===== src/rtl/mealy_seq_detector.sv =====
// Mealy serial pattern detector: masked, runtime-loadable pattern, selectable
// overlap, a combinational match plus a registered copy and a saturating count.
module mealy_seq_detector #(
    parameter int                PAT_W       = 4,
    parameter int                CNT_W       = 8,
    parameter logic [PAT_W-1:0]  PAT_DEFAULT = PAT_W'(4'b1011)
) (
    input  logic             clk,
    input  logic             rst,
    input  logic             in_valid,
    input  logic             in,
    input  logic             overlap,
    input  logic             pat_load,
    input  logic [PAT_W-1:0] pat_in,
    input  logic [PAT_W-1:0] mask_in,
    input  logic             count_clr,
    output logic             match,
    output logic             match_q,
    output logic [CNT_W-1:0] match_count
);

    localparam int             FW       = $clog2(PAT_W);
    localparam logic [FW-1:0]  FILL_MAX = FW'(PAT_W - 1);

    logic [PAT_W-1:0] pat;
    logic [PAT_W-1:0] mask;
    logic [PAT_W-2:0] hist;
    logic [FW-1:0]    fill;
    logic [PAT_W-1:0] window;

    function automatic logic [CNT_W-1:0] sat_inc_cnt(input logic [CNT_W-1:0] v);
        return (v == {CNT_W{1'b1}}) ? v : v + CNT_W'(1);
    endfunction

    function automatic logic [FW-1:0] sat_inc_fill(input logic [FW-1:0] v);
        return (v == FILL_MAX) ? v : v + FW'(1);
    endfunction

    // Oldest bit in the MSB, the bit arriving this cycle in the LSB.
    assign window = {hist, in};

    assign match = !rst && in_valid && !pat_load && (fill == FILL_MAX) &&
                   (((window ^ pat) & mask) == '0);

    always_ff @(posedge clk) begin
        if (rst) begin
            pat         <= PAT_DEFAULT;
            mask        <= '1;
            hist        <= '0;
            fill        <= '0;
            match_q     <= 1'b0;
            match_count <= '0;
        end else begin
            match_q <= match;

            if (count_clr)
                match_count <= '0;
            else if (match)
                match_count <= sat_inc_cnt(match_count);

            if (pat_load) begin
                pat  <= pat_in;
                mask <= mask_in;
                hist <= '0;
                fill <= '0;
            end else if (in_valid) begin
                // Non-overlapping mode forgets the matched bits by emptying the window.
                hist <= window[PAT_W-2:0];
                if (match && !overlap)
                    fill <= '0;
                else
                    fill <= sat_inc_fill(fill);
            end
        end
    end

endmodule

===== config.mk =====
export PLATFORM = sky130hd
export DESIGN_NAME = mealy_seq_detector
export DESIGN_NICKNAME = d
export VERILOG_FILES = /design/src/rtl/mealy_seq_detector.sv
export SDC_FILE = /design/constraint.sdc
export NUM_CORES = 1
export LEC_CHECK = 0
export BUFFER_PORTS_ARGS = -buffer_cell sky130_fd_sc_hd__buf_2
export CAP_MARGIN = 15
export CORE_MARGIN = 4
export CORE_UTILIZATION = 51
export DETAILED_ROUTE_END_ITERATION = 7
export HOLD_SLACK_MARGIN = 0.05
export PLACE_DENSITY = 0.82
export SLEW_MARGIN = 20
export SYNTH_ARGS = -nofsm -noshare
export SYNTH_HDL_FRONTEND = slang
export SYNTH_SLANG_ARGS = --single-unit

===== constraint.sdc =====
create_clock -name clk -period 2.1 [get_ports clk]
set_input_delay 0.105 -clock clk [delete_from_list [all_inputs] [get_ports clk]]
set_output_delay 0.105 -clock clk [all_outputs]
set_load 0.02 [all_outputs]

==> results of run 1 <==
==> layout make-up <==
cell class                 count  area (um^2)  area share, %
sequential                    22          440           34.0
timing repair buffer          34          213           16.4
inverter                       7         26.3           2.03
tap                           27         33.8           2.61
clock buffer                   4         36.3           2.80
multi-input combinational     76          547           42.2
==> timing repair <==
| item | CTS | global route |
|---|---|---|
| endpoints found under the hold margin | 7 | 0 |
| hold buffers | 7 | 0 |
| setup endpoints to repair | 0 | 0 |
==> power by group through the flow <==
stage / clock (uW) / sequential [uW] / combinational [uW]
global route: 255 / 443 / 99.8
CTS: 238 / 441 / 89.5
floorplan: 0 / 447 / 55.4
finish: 231 / 441 / 90.5
detailed placement: 0 / 450 / 79.4
global placement: 0 / 449 / 76.3
==> per-stage QoR <==
step	instances	hold slack, ns	setup WS, ns	util (%)	power [uW]
detailed placement	159	0.313	0.287	60.7	530
CTS	170	0.0579	0.253	66.1	769
global placement	159	0.307	0.317	60.7	525
global route	170	0.0680	0.150	66.1	798
floorplan	111	0.204	0.464	-	503
finish	170	0.0673	0.247	66.1	762
==> kinds of logic (layout without fill, tap and decap cells) <==
family                     Yosys count  count (layout)  synth area share, %
AOI/OAI and AO/OA                   26              26                 20.0
xor gates and xnor gates             5               5                 4.17
adders and majority gates            2               2                 2.38
buffers and inverters               13              45                 6.07
DFF                                 22              22                 41.9
muxes                                4               4                 3.81
and+or+nand+nor                     39              39                 21.7
==> sequential cells by signal, summed over array words and instances (netlist names) <==
| signal | flops |
|---|---|
| hist | 3 |
| fill | 2 |
| pat | 4 |
| match_q | 1 |
| mask | 4 |
| match_count | 8 |
==> worst max-delay path, cell delays in order, from the launching register on <==
cell and delay [ns]:
dfxtp_1 0.36, xor2_1 0.19, a221oi_4 0.40, nand3_4 0.20, or4_1 0.50, a21oi_1 0.15
==> routing by layer <==
layer,routed length [um],GRT usage (%)
met3,91,4.51
met2,1200,34.7
met4,10,8.94
met5,0,0
met1,949,19.6
==> final timing paths <==
kind | startpoint | cells past startpoint | endpoint
worst max-delay path | hist[1]$_SDFFE_PP0P_ | 5 | match_count[7]$_SDFFE_PP0P_
worst min-delay path | pat_in[2] | 3 | pat[2]$_SDFFE_PP0P_
worst max register to register | hist[1]$_SDFFE_PP0P_ | 5 | match_count[7]$_SDFFE_PP0P_
worst min register to register | fill[1]$_SDFFE_PP0P_ | 2 | fill[1]$_SDFFE_PP0P_
==> synthesized netlist by cell type (all sizes together), types with 4 or more instances <==
cell type  count
clkbuf         4
nand2          4
inv            7
xor2           5
o21ai          6
dfxtp         22
nor3           4
nor2           5
a211o          7
a21oi          5
nand3          7
or3            4
mux2i          4
nor2b          7
==> summary.md, run 1 <==
| Metric | Value |
|---|---|
| IO Port Bufs | `24` |
| Fmax achieved | `around 540 MHz` |
| Final GP Congestion | `0.748` |
| Area of the mapped netlist | `0.00105 mm^2` |
| Setup TNS | `0 ns` |
| CTS tree | `done` |
| CP max FO | `13` |
| Final min period | `1.85 ns` |
| Top cell type by total area after synthesis | `dfxtp_1` |
| Drt drc | `0` |
| Sequential share of power | `between 50 and 60%` |
| Period Utilization, post-route | `between 80% and 90%` |
| Vias in the first global route | `918` |
| Initial core utilization | `53.6%` |
| Via/cell ratio | `~5.4` |
| Post-synthesis average cell area | `between 9 and 10 um^2` |
| Slew at the pin closest to its max-slew limit | `0.332 ns` |
| H-tree depth | `1` |
| Sw Ratio | `about a quarter` |
| Die height | `roughly 53 um` |
| Outcome | `finished clean` |
| Post-synth top area share | `41.9%` |
| Most used DFF post-synth | `dfxtp_1` |
| Post_cts resized | `0` |
| Final wirelength | `between 2000 and 2500 um` |
| Clk network pwr share | `30.3%` |
| Fill cell count | `~180` |
| Routed WL per cell | `13.3 um` |
| Largest net degree at the start of global routing | `20` |
| Final instance area | `0.00130 mm^2` |
| Combinational power share | `11.9%` |
| Worst Hold Class | `in2reg` |
| Reg2reg setup slack | `between 0.2 and 0.25 ns` |
| Worst vdd ir | `0.473 mV` |
| Area Growth Syn to Fin | `23.3%` |
| Final nets | `161` |
| ANT nets after route | `0` |
| Worst EP required | `around 2.4 ns` |
| Pwr/cell area | `approximately 600 mW/mm^2` |
| Setup violations, final | `0` |
| Total number of yosys warnings | `0` |
| Async set-reset flop share out of synthesis | `0%` |
| Die footprint | `0.00285 mm^2` |
| Cells after Synth | `about 110` |
| Width of the chip | `about 53 um` |
| WP data arrival | `2.11 ns` |
| Share of cells above drive strength 1 | `about 25%` |
| Worst setup SP type | `register` |
| Worst skew pair latency | `0.31 ns` |
| Global-route wire length before repair | `3860 um` |
| Gr ovfl total | `0` |
| Row cnt | `16` |
| Critical path type | `reg2reg` |
| Leakage | `0.000556 uW` |
| Slew margin rel. | `between 70% and 80%` |
| Register area share after synthesis | `around two fifths` |
| Switching power | `179 uW` |
| Netlist cell types | `32` |
| Final Skew | `0.0103 ns` |
| Maximum buffer depth of the clock tree | `2` |
| Via count | `917` |
| Number of flops mapped to enable cells by yosys | `0` |
| Crit path capture type | `register` |
| Num Clock Sinks | `22` |
| Syn Nets | `~130` |
| Most common cell after layout, fill and taps aside | `buf_2` |
| Starting DRT DRC Count | `16` |
| Number of setup buffers added after CTS | `0` |
| Yosys reg bits | `22` |
| Final hold viol count | `0` |
| Clock transition at path regs | `0.12 ns` |
| Ant. Diodes | `0` |
| Initial antenna violation count | `0` |
| Num ports | `25` |
| Core Box Area | `0.00196 mm^2` |
| Synth top area cells | `dfxtp_1 (42%), a211o_1 (5.8%), nor2b_1 (4.2%)` |
| Unrepaired setup endpoints after global routing | `no` |
| Max Cap Viol | `0` |
| Max Slew Vio Count | `0` |
| Clk root buf | `clkbuf_4` |
| Hpwl dp | `1640 um` |
| Pint | `around 600 uW` |
| Commonest non-fill, non-tap cells in the layout | `buf_2 (24), dfxtp_1 (22)` |
| Drt first pass iters | `4` |
| Num CTS Buffers | `3` |
| GRT Total Usage | `18.8%` |
| Post-Place Cell Area | `0.00119 mm^2` |
Power figures use the tool's default switching activity.
==> run 2, diff against run 1 <==
BUFFER_PORTS_ARGS = -buffer_cell sky130_fd_sc_hd__clkbuf_2   (was -buffer_cell sky130_fd_sc_hd__buf_2)
==> summary.md, run 2 (same netlist as run 1, synthesis figures left out) <==
| Metric | Value |
|---|---|
| Outcome | `finished clean (unchanged)` |
| Largest net degree at the start of global routing | `20 (unchanged)` |
| Slew margin rel. | `76.6% (was 77.9%)` |
| Gr ovfl total | `0 (unchanged)` |
| Die footprint | `0.00285 mm^2 (unchanged)` |
| Final GP Congestion | `0.772 (was 0.748)` |
| Cells on worst reg2reg path | `5 (unchanged)` |
| Width of the chip | `53.4 um (unchanged)` |
| Core Box Area | `0.00196 mm^2 (unchanged)` |
| H-tree depth | `1 (unchanged)` |
| Post_cts resized | `0 (unchanged)` |
| Unrepaired setup endpoints after global routing | `no (unchanged)` |
| Max Cap Viol | `0 (unchanged)` |
| Non-Filler Instances | `170 (unchanged)` |
| Critical path type | `reg2reg (unchanged)` |
| WP data arrival | `2.13 ns (was 2.11 ns)` |
| Initial core utilization | `53.6% (unchanged)` |
| Die height | `53.4 um (unchanged)` |
| Starting DRT DRC Count | `10 (was 16)` |
| Slew at the pin closest to its max-slew limit | `0.352 ns (was 0.332 ns)` |
| IO Port Bufs | `24 (unchanged)` |
| Num Clock Sinks | `22 (unchanged)` |
| Vias in the first global route | `825 (was 918)` |
| Initial antenna violation count | `0 (unchanged)` |
| Via/cell ratio | `5.33 (was 5.39)` |
| Worst EP required | `2.34 ns (was 2.35 ns)` |
| Maximum buffer depth of the clock tree | `2 (unchanged)` |
| Max Slew Vio Count | `0 (unchanged)` |
| Ant. Diodes | `0 (unchanged)` |
| Worst vdd ir | `0.520 mV (was 0.473 mV)` |
| Final wirelength | `2130 um (was 2250 um)` |
| Num CTS Buffers | `3 (unchanged)` |
| Crit path capture type | `register (unchanged)` |
| Commonest non-fill, non-tap cells in the layout | `clkbuf_2 (24), dfxtp_1 (22), dlygate4sd3_1 (8) (was buf_2 (24), dfxtp_1 (22))` |
| GRT Total Usage | `17.2% (was 18.8%)` |
| Final hold viol count | `0 (unchanged)` |
| Row cnt | `16 (unchanged)` |
| Via count | `906 (was 917)` |
| Num ports | `25 (unchanged)` |
| Final Skew | `0.00801 ns (was 0.0103 ns)` |
| Hpwl dp | `1560 um (was 1640 um)` |
| Fmax achieved | `529 MHz (was 540 MHz)` |
| Setup violations, final | `0 (unchanged)` |
| Clk root buf | `clkbuf_4 (unchanged)` |
| CP max FO | `13 (unchanged)` |
| Share of cells above drive strength 1 | `24.5% (was 25.2%)` |
| Final nets | `161 (unchanged)` |
| Worst setup SP type | `register (unchanged)` |
| Setup TNS | `0 ns (unchanged)` |
| Drt first pass iters | `4 (unchanged)` |
| Routed WL per cell | `12.5 um (was 13.3 um)` |
| Drt drc | `0 (unchanged)` |
| Worst skew pair latency | `0.31 ns (about the same)` |
| Largest registers | `match_count: 8 flops, mask: 4 flops, pat: 4 flops (unchanged)` |
| DP Cell Count | `158 (was 159)` |
| Final min period | `1.89 ns (was 1.85 ns)` |
| Largest Register | `match_count (unchanged)` |
| Period Utilization, post-route | `90.0% (was 88.2%)` |
| Max reg flops | `8 (unchanged)` |
| Most common cell after layout, fill and taps aside | `clkbuf_2 (was buf_2)` |
| Hold-critical path depth | `4 (was 3)` |
| CTS tree | `done (unchanged)` |
| Setup WS pre-CTS | `0.167 ns (was 0.287 ns)` |
| ANT nets after route | `0 (unchanged)` |
| Pwr/cell area | `646 mW/mm^2 (was 588 mW/mm^2)` |
| Clock transition at path regs | `0.12 ns (about the same)` |
| Global-route wire length before repair | `3560 um (was 3860 um)` |
| Worst Hold Class | `in2reg (unchanged)` |
| Area Growth Syn to Fin | `25.1% (was 23.3%)` |
| Worst setup margin | `0.210 ns (was 0.247 ns)` |
| Leakage | `0.000556 uW (about the same)` |
==> run 2: cell type report <==
cell class	instances	area, um^2
Timing Repair Buffer	34	215
Clock buffer	3	22.5
Inverter	7	26.3
Sequential cell	22	440
Fill cell	186	647
Clock inverter	1	30.0
Tap cell	27	33.8
Multi-Input combinational cell	76	547
==> run 2: metrics by stage <==
| step | utilization, % | hold slack, ns | area, um^2 | power, uW |
|---|---|---|---|---|
| 3_3_place_gp | 60.3 | 0.309 | 1180 | 524 |
| 5_1_grt | 67.0 | 0.0971 | 1320 | 886 |
| 6_report | 67.0 | 0.0633 | 1320 | 849 |
| 3_5_place_dp | 60.3 | 0.316 | 1180 | 528 |
| 2_1_floorplan | - | 0.204 | 1050 | 503 |
| 4_1_cts | 67.0 | 0.0574 | 1320 | 858 |
==> run 2: worst paths after layout <==
kind,from,endpoint,slack [ns]
max,hist[1]$_SDFFE_PP0P_,match_count[7]$_SDFFE_PP0P_,0.21
min,count_clr,match_count[1]$_SDFFE_PP0P_,0.06
max reg2reg,hist[1]$_SDFFE_PP0P_,match_count[7]$_SDFFE_PP0P_,0.21
min reg2reg,fill[1]$_SDFFE_PP0P_,fill[1]$_SDFFE_PP0P_,0.50
==> run 2: metal layers <==
metal  wire, um  vias up  track usage (%)
met5          0        -                0
met4          7        0             3.83
li1           -      460                -
met3        130        2             6.20
met1        857      421             18.9
met2       1130       23             30.8
==> run 2: worst max-delay path, cell delays in order, from the launching register on <==
cell,delay (ns)
dfxtp_1,0.35
xor2_1,0.19
a221oi_4,0.42
nand3_4,0.20
or4_1,0.51
a21oi_1,0.14
==> run 2: timing repair <==
action / 4_1_cts / 5_1_grt
hold buffers: 8 / 0
hold endpoints to repair: 8 / 0
setup buffers: 0 / 0
setup endpoints to repair: 0 / 0
==> run 2: power breakdown <==
| group | leakage [uW] | switching [uW] | internal (uW) |
|---|---|---|---|
| clock | 0.0000279 | 126 | 193 |
| sequential | 0.000180 | 10.3 | 430 |
| combinational | 0.000348 | 41.9 | 48.0 |
